==> src/rtl/router_distributor_seq_if.sv <==
// router_distributor_seq_if: buffer-side request/data bundle and cell-side outputs of the
// sequential cell distributor.
interface router_distributor_seq_if #(
    parameter int NUM_BUF  = 7,
    parameter int NUM_CELL = 16,
    parameter int ADDR_W   = 4
);
    logic [NUM_BUF-1:0]        buf_req;
    logic [NUM_BUF*ADDR_W-1:0] buf_addr;
    logic [NUM_BUF-1:0]        buf_bit;
    logic [NUM_BUF-1:0]        buf_gnt;
    logic [NUM_BUF-1:0]        addr_err;
    logic [NUM_CELL-1:0]       cell_out;
    logic [NUM_CELL-1:0]       cell_busy;
    modport master (output buf_req, buf_addr, buf_bit, input buf_gnt, addr_err, cell_out, cell_busy);
    modport slave  (input buf_req, buf_addr, buf_bit, output buf_gnt, addr_err, cell_out, cell_busy);
endinterface

==> src/rtl/router_distributor_seq.sv <==
// router_distributor_seq: claims, streams and releases cell lines for bit-serial buffers.
// Define ROUND_ROBIN_EN for per-cell rotating priority; default is lowest-index-wins.
module router_distributor_seq #(
    parameter int NUM_BUF  = 7,
    parameter int NUM_CELL = 16,
    parameter int ADDR_W   = 4
) (
    input logic clk,
    input logic rst_n,
    router_distributor_seq_if.slave bus
);
    localparam int IW = NUM_BUF > 1 ? $clog2(NUM_BUF) : 1;
    typedef logic [IW-1:0] idx_t;
    typedef enum logic {FREE, OWNED} cell_st_e;

    logic [NUM_BUF-1:0]  gnt_q, gnt_d, req_q, err_q, err_d, cand;
    logic [NUM_CELL-1:0] out_q, out_d, busy;
    cell_st_e            st_q [NUM_CELL];
    cell_st_e            st_d [NUM_CELL];
    idx_t                owner_q [NUM_CELL];
    idx_t                owner_d [NUM_CELL];
    logic                found;
    int                  win, start;
`ifdef ROUND_ROBIN_EN
    idx_t                ptr_q [NUM_CELL];
    idx_t                ptr_d [NUM_CELL];
`endif

    always_comb begin
        gnt_d   = gnt_q & bus.buf_req;
        err_d   = '0;
        out_d   = '0;
        busy    = '0;
        cand    = '0;
        st_d    = st_q;
        owner_d = owner_q;
        found   = 1'b0;
        win     = 0;
        start   = 0;
`ifdef ROUND_ROBIN_EN
        ptr_d   = ptr_q;
`endif
        for (int i = 0; i < NUM_BUF; i++)
            err_d[i] = bus.buf_req[i] && !req_q[i] && 32'(bus.buf_addr[i*ADDR_W +: ADDR_W]) >= NUM_CELL;
        for (int c = 0; c < NUM_CELL; c++) begin
            busy[c] = st_q[c] == OWNED;
            if (st_q[c] == OWNED) begin
                if (bus.buf_req[owner_q[c]]) out_d[c] = bus.buf_bit[owner_q[c]];
                else st_d[c] = FREE;
            end else begin
                for (int i = 0; i < NUM_BUF; i++)
                    cand[i] = bus.buf_req[i] && !gnt_q[i] && 32'(bus.buf_addr[i*ADDR_W +: ADDR_W]) == c;
                found = 1'b0;
`ifdef ROUND_ROBIN_EN
                start = int'(ptr_q[c]);
`endif
                // first pass honours the pointer, second pass wraps to index 0
                for (int i = 0; i < NUM_BUF; i++)
                    if (!found && cand[i] && i >= start) begin found = 1'b1; win = i; end
                for (int i = 0; i < NUM_BUF; i++)
                    if (!found && cand[i]) begin found = 1'b1; win = i; end
                if (found) begin
                    st_d[c]    = OWNED;
                    owner_d[c] = idx_t'(win);
                    gnt_d[win] = 1'b1;
`ifdef ROUND_ROBIN_EN
                    ptr_d[c]   = win + 1 == NUM_BUF ? '0 : idx_t'(win + 1);
`endif
                end
            end
        end
    end

    always_ff @(posedge clk or negedge rst_n) begin
        if (!rst_n) begin
            gnt_q   <= '0;
            req_q   <= '0;
            err_q   <= '0;
            out_q   <= '0;
            st_q    <= '{default: FREE};
            owner_q <= '{default: '0};
`ifdef ROUND_ROBIN_EN
            ptr_q   <= '{default: '0};
`endif
        end else begin
            gnt_q   <= gnt_d;
            req_q   <= bus.buf_req;
            err_q   <= err_d;
            out_q   <= out_d;
            st_q    <= st_d;
            owner_q <= owner_d;
`ifdef ROUND_ROBIN_EN
            ptr_q   <= ptr_d;
`endif
        end
    end

    assign bus.buf_gnt   = gnt_q;
    assign bus.addr_err  = err_q;
    assign bus.cell_out  = out_q;
    assign bus.cell_busy = busy;
endmodule

==> src/flat_wrapper.sv <==
// flat-port wrapper written by rule: the top's interface ports become plain ports
module router_distributor_seq_flat 
#(
    parameter int NUM_BUF  = 7,
    parameter int NUM_CELL = 16,
    parameter int ADDR_W   = 4
)
  (clk, rst_n, bus_buf_req, bus_buf_addr, bus_buf_bit, bus_buf_gnt, bus_addr_err, bus_cell_out, bus_cell_busy);
  router_distributor_seq_if #(.NUM_BUF(NUM_BUF), .NUM_CELL(NUM_CELL), .ADDR_W(ADDR_W)) bus_i ();
  input logic clk;
  input logic rst_n;
  input wire logic [$bits(bus_i.buf_req)-1:0] bus_buf_req;
  input wire logic [$bits(bus_i.buf_addr)-1:0] bus_buf_addr;
  input wire logic [$bits(bus_i.buf_bit)-1:0] bus_buf_bit;
  output wire logic [$bits(bus_i.buf_gnt)-1:0] bus_buf_gnt;
  output wire logic [$bits(bus_i.addr_err)-1:0] bus_addr_err;
  output wire logic [$bits(bus_i.cell_out)-1:0] bus_cell_out;
  output wire logic [$bits(bus_i.cell_busy)-1:0] bus_cell_busy;
  assign bus_i.buf_req = bus_buf_req;
  assign bus_i.buf_addr = bus_buf_addr;
  assign bus_i.buf_bit = bus_buf_bit;
  assign bus_buf_gnt = bus_i.buf_gnt;
  assign bus_addr_err = bus_i.addr_err;
  assign bus_cell_out = bus_i.cell_out;
  assign bus_cell_busy = bus_i.cell_busy;
  router_distributor_seq #(.NUM_BUF(NUM_BUF), .NUM_CELL(NUM_CELL), .ADDR_W(ADDR_W)) u_core (.clk(clk), .rst_n(rst_n), .bus(bus_i));
endmodule
==> config.mk <==
export PLATFORM = sky130hd
export DESIGN_NAME = router_distributor_seq_flat
export DESIGN_NICKNAME = d
export VERILOG_FILES = /design/src/rtl/router_distributor_seq_if.sv /design/src/rtl/router_distributor_seq.sv /design/src/flat_wrapper.sv
export SDC_FILE = /design/constraint.sdc
export NUM_CORES = 1
export LEC_CHECK = 0
export ABC_AREA = 1
export BUFFER_PORTS_ARGS = -buffer_cell sky130_fd_sc_hd__buf_2
export CORE_MARGIN = 3
export CORE_UTILIZATION = 56
export DETAILED_ROUTE_END_ITERATION = 12
export PLACE_DENSITY = 0.73
export SLEW_MARGIN = 20
export SYNTH_ARGS = -nofsm -noshare
export SYNTH_HDL_FRONTEND = slang
export SYNTH_SLANG_ARGS = --single-unit
export TNS_END_PERCENT = 30
==> constraint.sdc <==
create_clock -name clk -period 15.9 [get_ports clk]
set_input_delay 0 -clock clk [delete_from_list [all_inputs] [get_ports clk]]
set_output_delay 0 -clock clk [all_outputs]
set_load 0.005 [all_outputs]
Word-level counts from Yosys, hierarchy flattened
Index checks and enable logic that the tools add are counted.

Flip-flop bits (word level): 87. Input port bits: 44. Output and inout bits: 46. Word-level logic and storage cells: 1711.

Order comparisons: 48. Equality and inequality tests: 105. Multiplexer cells: 910. Bitwise operators: 33. Reductions and logical operators: 581.

Operators with widths (number): $mux W32 (253); $mux W1 (577); $ge A32 B1 Y1 const B (16); $lt A32 B5 Y1 const B (16); $logic_and A1 B1 Y1 (343); $eq A4 B4 Y1 const B (56); $mux W7 (32); $logic_not A1 Y1 (215); $eq A4 B3 Y1 const B (28); $or A7 B7 Y7 (16); $bmux W1 S3 (32); $lt A3 B4 Y1 const B (16); $eq A4 B2 Y1 const B (14); $demux W1 S3 (16); $reduce_and A2 Y1 (16); $eq A4 B1 Y1 const B (7); $logic_not A4 Y1 (7); $not A1 Y1 (16); $and A7 B7 Y7 (1).

Depth between registers and ports, before layout
Depth in word-level cells: 304. Mapped depth: 105. Gate-level depth less buffers: 105.

Least setup slack after synthesis
No wires, ideal clock.

Path type: reg-to-reg. From: reg u_core.gnt_q[1] (netlist: u_core.bus.buf_gnt[1]). To: reg u_core.gnt_q[1] (netlist: u_core.bus.buf_gnt[1]). Setup time: 126 ps. Arrival: 6456 ps. Data required time: 15774 ps. Slack: 9319 ps. Stages on the path, launching flop included: 103. Path buffers: 0. Clock period less this slack: 6581 ps. Cell sequence: dfrtp_1 -> nor2_4 -> inv_2 -> nor3_2 -> nand2_4 -> nand3_2 -> nor2_2 -> o21ai_2 -> nor3_1 -> inv_1 -> nand3_1 -> nand2_1 -> nand2_1 -> nand2_1 -> nand2_1 -> nand2_1 -> nand2_1 -> nand2_2 -> [... 67 more ...] -> nand2_1 -> nand2_1 -> nand2_2 -> nand3_2 -> nand2_2 -> nand2_1 -> nand2_1 -> nand2_1 -> nand2_1 -> nand3_2 -> nand2_1 -> nand2_1 -> nand2_1 -> nand2_1 -> nand2_2 -> nand2_2 -> nand2_1 -> nand2_1.

Word-level cells in the longest chain between the ends: 301. Elaborated cells on any way between the ends: 1217. Classes of those cells: order compare: 32; mux: 734; bitwise: 17; reduce/logical: 434.

RTL lines: start: declaration (line router_distributor_seq.sv:16) `logic [NUM_BUF-1:0] gnt_q, gnt_d, req_q, err_q, err_d, cand;`; start signal: assignment (line router_distributor_seq.sv:86) `gnt_q <= gnt_d;`; $logic_not A1 Y1 (line router_distributor_seq.sv:52) `cand[i] = bus.buf_req[i] && !gnt_q[i] && 32'(bus.buf_addr[i*ADDR_W +: ADDR_W]) == c;`; $logic_and A1 B1 Y1 (2 in a row) (line router_distributor_seq.sv:52); $logic_and A1 B1 Y1 (line router_distributor_seq.sv:59) `if (!found && cand[i] && i >= start) begin found = 1'b1; win = i; end`; $mux W1 (line router_distributor_seq.sv:59); $mux W1 (line router_distributor_seq.sv:47) `if (st_q[c] == OWNED) begin`; $logic_not A1 Y1 (line router_distributor_seq.sv:59); $logic_and A1 B1 Y1 (line router_distributor_seq.sv:59); $mux W1 (line router_distributor_seq.sv:59); [... 285 more ...]; $ge A32 B1 Y1 (implied by the code) or $lt A32 B5 Y1 (tied branches) (line router_distributor_seq.sv:65) `gnt_d[win] = 1'b1;`; $logic_and A1 B1 Y1 (implied by the code) (line router_distributor_seq.sv:65); $mux W1 (implied by the code) (line router_distributor_seq.sv:65); $demux W1 S3; $or A7 B7 Y7 (no source line); $mux W7 (line router_distributor_seq.sv:62) `if (found) begin`; $mux W7 (*) (line router_distributor_seq.sv:47); named net u_core.gnt_d[1] (line router_distributor_seq.sv:16).

Mark *: on every way through the listed nets, which the timed path passes. The rest lies on a longest branch. The select of a mux whose other input is x is not followed. A chain may end at the register's enable or synchronous reset.

Worst setup path in the final report
From: reg u_core.gnt_q[3] (netlist: u_core.bus.buf_gnt[3]). To: reg u_core.gnt_q[4] (netlist: u_core.bus.buf_gnt[4]).

Word-level cells in the longest chain between the ends: 293. Elaborated cells on any way between the ends: 1086. Classes of those cells: order compare: 32; mux: 668; bitwise: 16; reduce/logical: 370.

RTL lines (line): $logic_not A1 Y1 (*) (router_distributor_seq.sv:52); $logic_and A1 B1 Y1 (*) (router_distributor_seq.sv:52); $logic_and A1 B1 Y1 (router_distributor_seq.sv:52); $logic_and A1 B1 Y1 (router_distributor_seq.sv:59); $mux W1 (router_distributor_seq.sv:59); $mux W1 (router_distributor_seq.sv:47); $logic_not A1 Y1 (router_distributor_seq.sv:59); $logic_and A1 B1 Y1 (router_distributor_seq.sv:59); [... 278 more ...]; $ge A32 B1 Y1 (implied by the code) or $lt A32 B5 Y1 (tied branches) (router_distributor_seq.sv:65); $logic_and A1 B1 Y1 (implied by the code) (router_distributor_seq.sv:65); $mux W1 (implied by the code) (router_distributor_seq.sv:65); $demux W1 S3; $or A7 B7 Y7 (no source line); $mux W7 (router_distributor_seq.sv:62); $mux W7 (*) (router_distributor_seq.sv:47); named net u_core.gnt_d[4] (router_distributor_seq.sv:16).

Marked as above.

==> results.sh <==
export IMPL_outcome="completed"
export IMPL_pwr_share_seq_pct=23.8
export IMPL_synth_cells=1652
export IMPL_power_leakage_nw=5.22
export IMPL_worst_slew_margin_rel_pct=48.5
export IMPL_power_density_mw_per_mm2=184
export IMPL_drt_drc_violations_left=0
export IMPL_dp_worst_setup_slack_ns=7.23
export IMPL_final_critical_path_setup_slack_ns=6.72
export IMPL_critical_path_max_fanout=5
export IMPL_clk_pin_slew_worst_paths_ns=0.07
export IMPL_post_route_clock_period_utilization_pct=57.7
export IMPL_initial_core_utilization_pct=58.4
export IMPL_antenna_cells=0
export IMPL_ant_nets=0
export IMPL_finalSetupViolations=0
export IMPL_critical_path_endpoint_type="register"
export IMPL_critical_path_arrival_ns=9.44
export IMPL_route_detailed_vias_per_inst=6.08
export IMPL_gp_routability_congestion=1.00
export IMPL_timing_hold_worst_class="in2async"
export IMPL_avgSynthCellArea_um2=5.72
export IMPL_hold_violations_final=0
export IMPL_totalWireLength_mm=35.7
export IMPL_die_height_um=136
export IMPL_postSynth_asyncResetShare_pct=100
export IMPL_rsz0062_at_grt="no"
export IMPL_chipWidth_um=136
export IMPL_worst_ir_drop_vdd_uv=80.6
export IMPL_timing_max_transition_violations_final=0
export IMPL_detailed_place_hpwl_mm=27.8
export IMPL_vias=11807
export IMPL_drt_pre_antenna_iters=6
export IMPL_clock_fmax_mhz=109
export IMPL_cts_root_to_sink_buffers=2
export IMPL_ys_types=45
export IMPL_synthDominantCellAreaShare_pct=23.1
export IMPL_critical_path_max_stage_delay_ns=0.65
export IMPL_synth_enable_flop_cells=0
export IMPL_setup_tns_final_ns=0
export IMPL_gr_total_overflow=0
export IMPL_r2r_worst_path_cells=54
export IMPL_reg2reg_from="u_core.bus.buf_gnt[3]"
export IMPL_numCtsBuffers=9
export IMPL_critical_path_slowest_cell="o31ai_1"
export IMPL_worst_setup_path_startpoint="u_core.bus.buf_gnt[3]"
export IMPL_die_area_mm2=0.0185
export IMPL_grt_pass1_vias=10315
export IMPL_synth_sequential_area_ratio_pct=23.1
export IMPL_final_min_clock_period_ns=9.18
export IMPL_row_count=46
export IMPL_clock_latency_at_the_later_pin_of_the_worst_skew_pair_ns=0.34
export IMPL_grt_antenna_before_repair=0
export IMPL_clock_power_share_pct=12.7
export IMPL_boundaryPins=90
export IMPL_p_int_uw=844
export IMPL_clock_tree_from_tritoncts="done"
export IMPL_postSynthRegisterBits=87
export IMPL_layout_drive_gt1_share_pct=10.3
export IMPL_yosys_warning_total=0
export IMPL_htree_num_levels=3
export IMPL_track_usage_pct=38.3
export IMPL_port_buffers=82
export IMPL_grt_max_degree=45
export IMPL_mostFrequentLayoutCell="nand2_1"
export IMPL_ff2ff_setup_slack_ns=6.72
export IMPL_hold_worst_slack_ns=0.192
export IMPL_area_delta_synth_final_pct=9.31
export IMPL_critical_path_reg2reg_endpoint="u_core.bus.buf_gnt[4]"
export IMPL_post_synth_top_area_cell="dfrtp_1"
export IMPL_grt_first_pass_wirelength_mm=55.2
export IMPL_floorplan_core_area_mm2=0.0162
export IMPL_clock_root_buffer="clkbuf_16"
export IMPL_switchingPower_mw=1.05
export IMPL_detail_route_wl_per_cell_um=18.4
export IMPL_drt_iter0_drc=1643
export IMPL_crit_required_ns=16.17
export IMPL_power_share_switching_pct=55.5
export IMPL_clock_skew_final_ns=0.00932
export IMPL_most_common_layout_cells="nand2_1 (401), inv_1 (260), o21ai_0 (223), nor2_1 (202), a21oi_1 (127)"
export IMPL_critPathKind="reg2reg"
export IMPL_clock_sinks=87
export IMPL_top_reg_cell_synth="dfrtp_1"
export IMPL_setup_worst_path_end="u_core.bus.buf_gnt[4]"
export IMPL_max_cap_viol_count=0
export IMPL_crit_path_start_kind="register"
export IMPL_synth_area_top_cells="dfrtp_1 (23%), nand2_1 (16%), o21ai_0 (12%)"
export IMPL_power_combinational_fraction_pct=63.5
export IMPL_syn_area_mm2=0.00944
export IMPL_actual_transition_at_the_worst_max_transition_pin_ns=0.766
export IMPL_finalNetCount=1765
## state kept, by name (all words and copies together) (netlist names)
| name | cells |
|---|---|
| u_core.bus.cell_out | 16 |
| u_core.bus.buf_gnt | 7 |
| u_core.owner_q | 48 |
| u_core.bus.cell_busy | 16 |
## cells by family after synthesis
group | share of synthesized area (%)
compound gates | 27.0
simple gates | 37.1
mux | 0.119
flops | 23.1
buf+inv | 12.7
other cells | 0.0397
## power by group through the flow
stage               Combinational, mW  Clock [mW]  Sequential [mW]
floorplan                       0.864           0            0.396
global placement                 1.14           0            0.442
detailed placement               1.15           0            0.445
CTS                              1.16       0.243            0.442
global route                     1.34       0.252            0.464
finish                           1.21       0.242            0.451
## Yosys cell counts, types with 2 or more instances
master,number
a2111oi_0,3
a211oi_1,3
a21oi_1,127
a221o_1,2
a221oi_1,11
a22oi_1,5
a31oi_1,7
buf_4,7
buf_6,2
clkbuf_1,20
clkdlybuf4s50_2,2
dfrtp_1,87
dlygate4sd1_1,2
inv_1,260
inv_2,9
nand2_1,401
nand2_2,26
nand2_4,7
nand3_1,67
nand3_2,13
nand3b_1,2
nand4_1,15
nor2_1,202
nor2_2,10
nor2_4,3
nor3_1,49
nor3_2,4
nor4_1,3
o2111ai_1,2
o211ai_1,27
o21ai_0,223
o21ai_1,18
o21ai_2,3
o221ai_1,6
o22ai_1,4
o31ai_1,11
## area by class of cell
cell class | instances | area (um2)
clock inverter | 5 | 106
clock buffer | 11 | 233
tap | 216 | 270
inverter | 269 | 1010
fill | 1632 | 5850
multi-input combinational | 1269 | 6090
sequential | 87 | 2180
timing repair buffer | 85 | 438
## metal layers
metal | vias up | GRT usage (%) | part of all wire [%]
met1 | 5257 | 54.8 | 42
met2 | 843 | 56.1 | 41
met3 | 115 | 8.33 | 13
li1 | 5592 | - | -
met5 | - | 0 | 0
met4 | 0 | 15.6 | 4.2
## critical path, delay by kind of cell (launching register included)
family | cells | cell delay, ns
compound gates | 22 | 5.27
buf+inv | 6 | 0.46
flops | 1 | 0.51
simple gates | 26 | 2.84
## stage by stage
| step | total power [mW] | cell area (um2) | cells | utilization, % |
|---|---|---|---|---|
| after floorplan | 1.26 | 9470 | 1658 | - |
| final | 1.90 | 10300 | 1942 | 63.8 |
| after detailed placement | 1.60 | 9970 | 1925 | 61.7 |
| after global placement | 1.58 | 9970 | 1925 | 61.7 |
| after global routing | 2.06 | 10300 | 1942 | 63.8 |
| after CTS | 1.85 | 10300 | 1942 | 63.8 |
## timing repair
action                                  4_1_cts  5_1_grt
hold endpoints to repair                     43        0
gates resized for setup                       0        0
endpoints found under the setup margin        0        0
setup buffers                                 0        0
hold buffers                                  1        0
## worst min-delay path by stage
stage	startpoint	endpoint	slack, ns
after floorplan	rst_n	u_core.bus.buf_gnt[0]	-0.30
after global placement	rst_n	u_core.owner_q[40]	0.02
after detailed placement	rst_n	u_core.owner_q[40]	0.03
after CTS	rst_n	u_core.owner_q[40]	0.21
after global routing	rst_n	u_core.owner_q[40]	0.25
final	rst_n	u_core.owner_q[39]	0.19
Power figures use the tool's default switching activity.
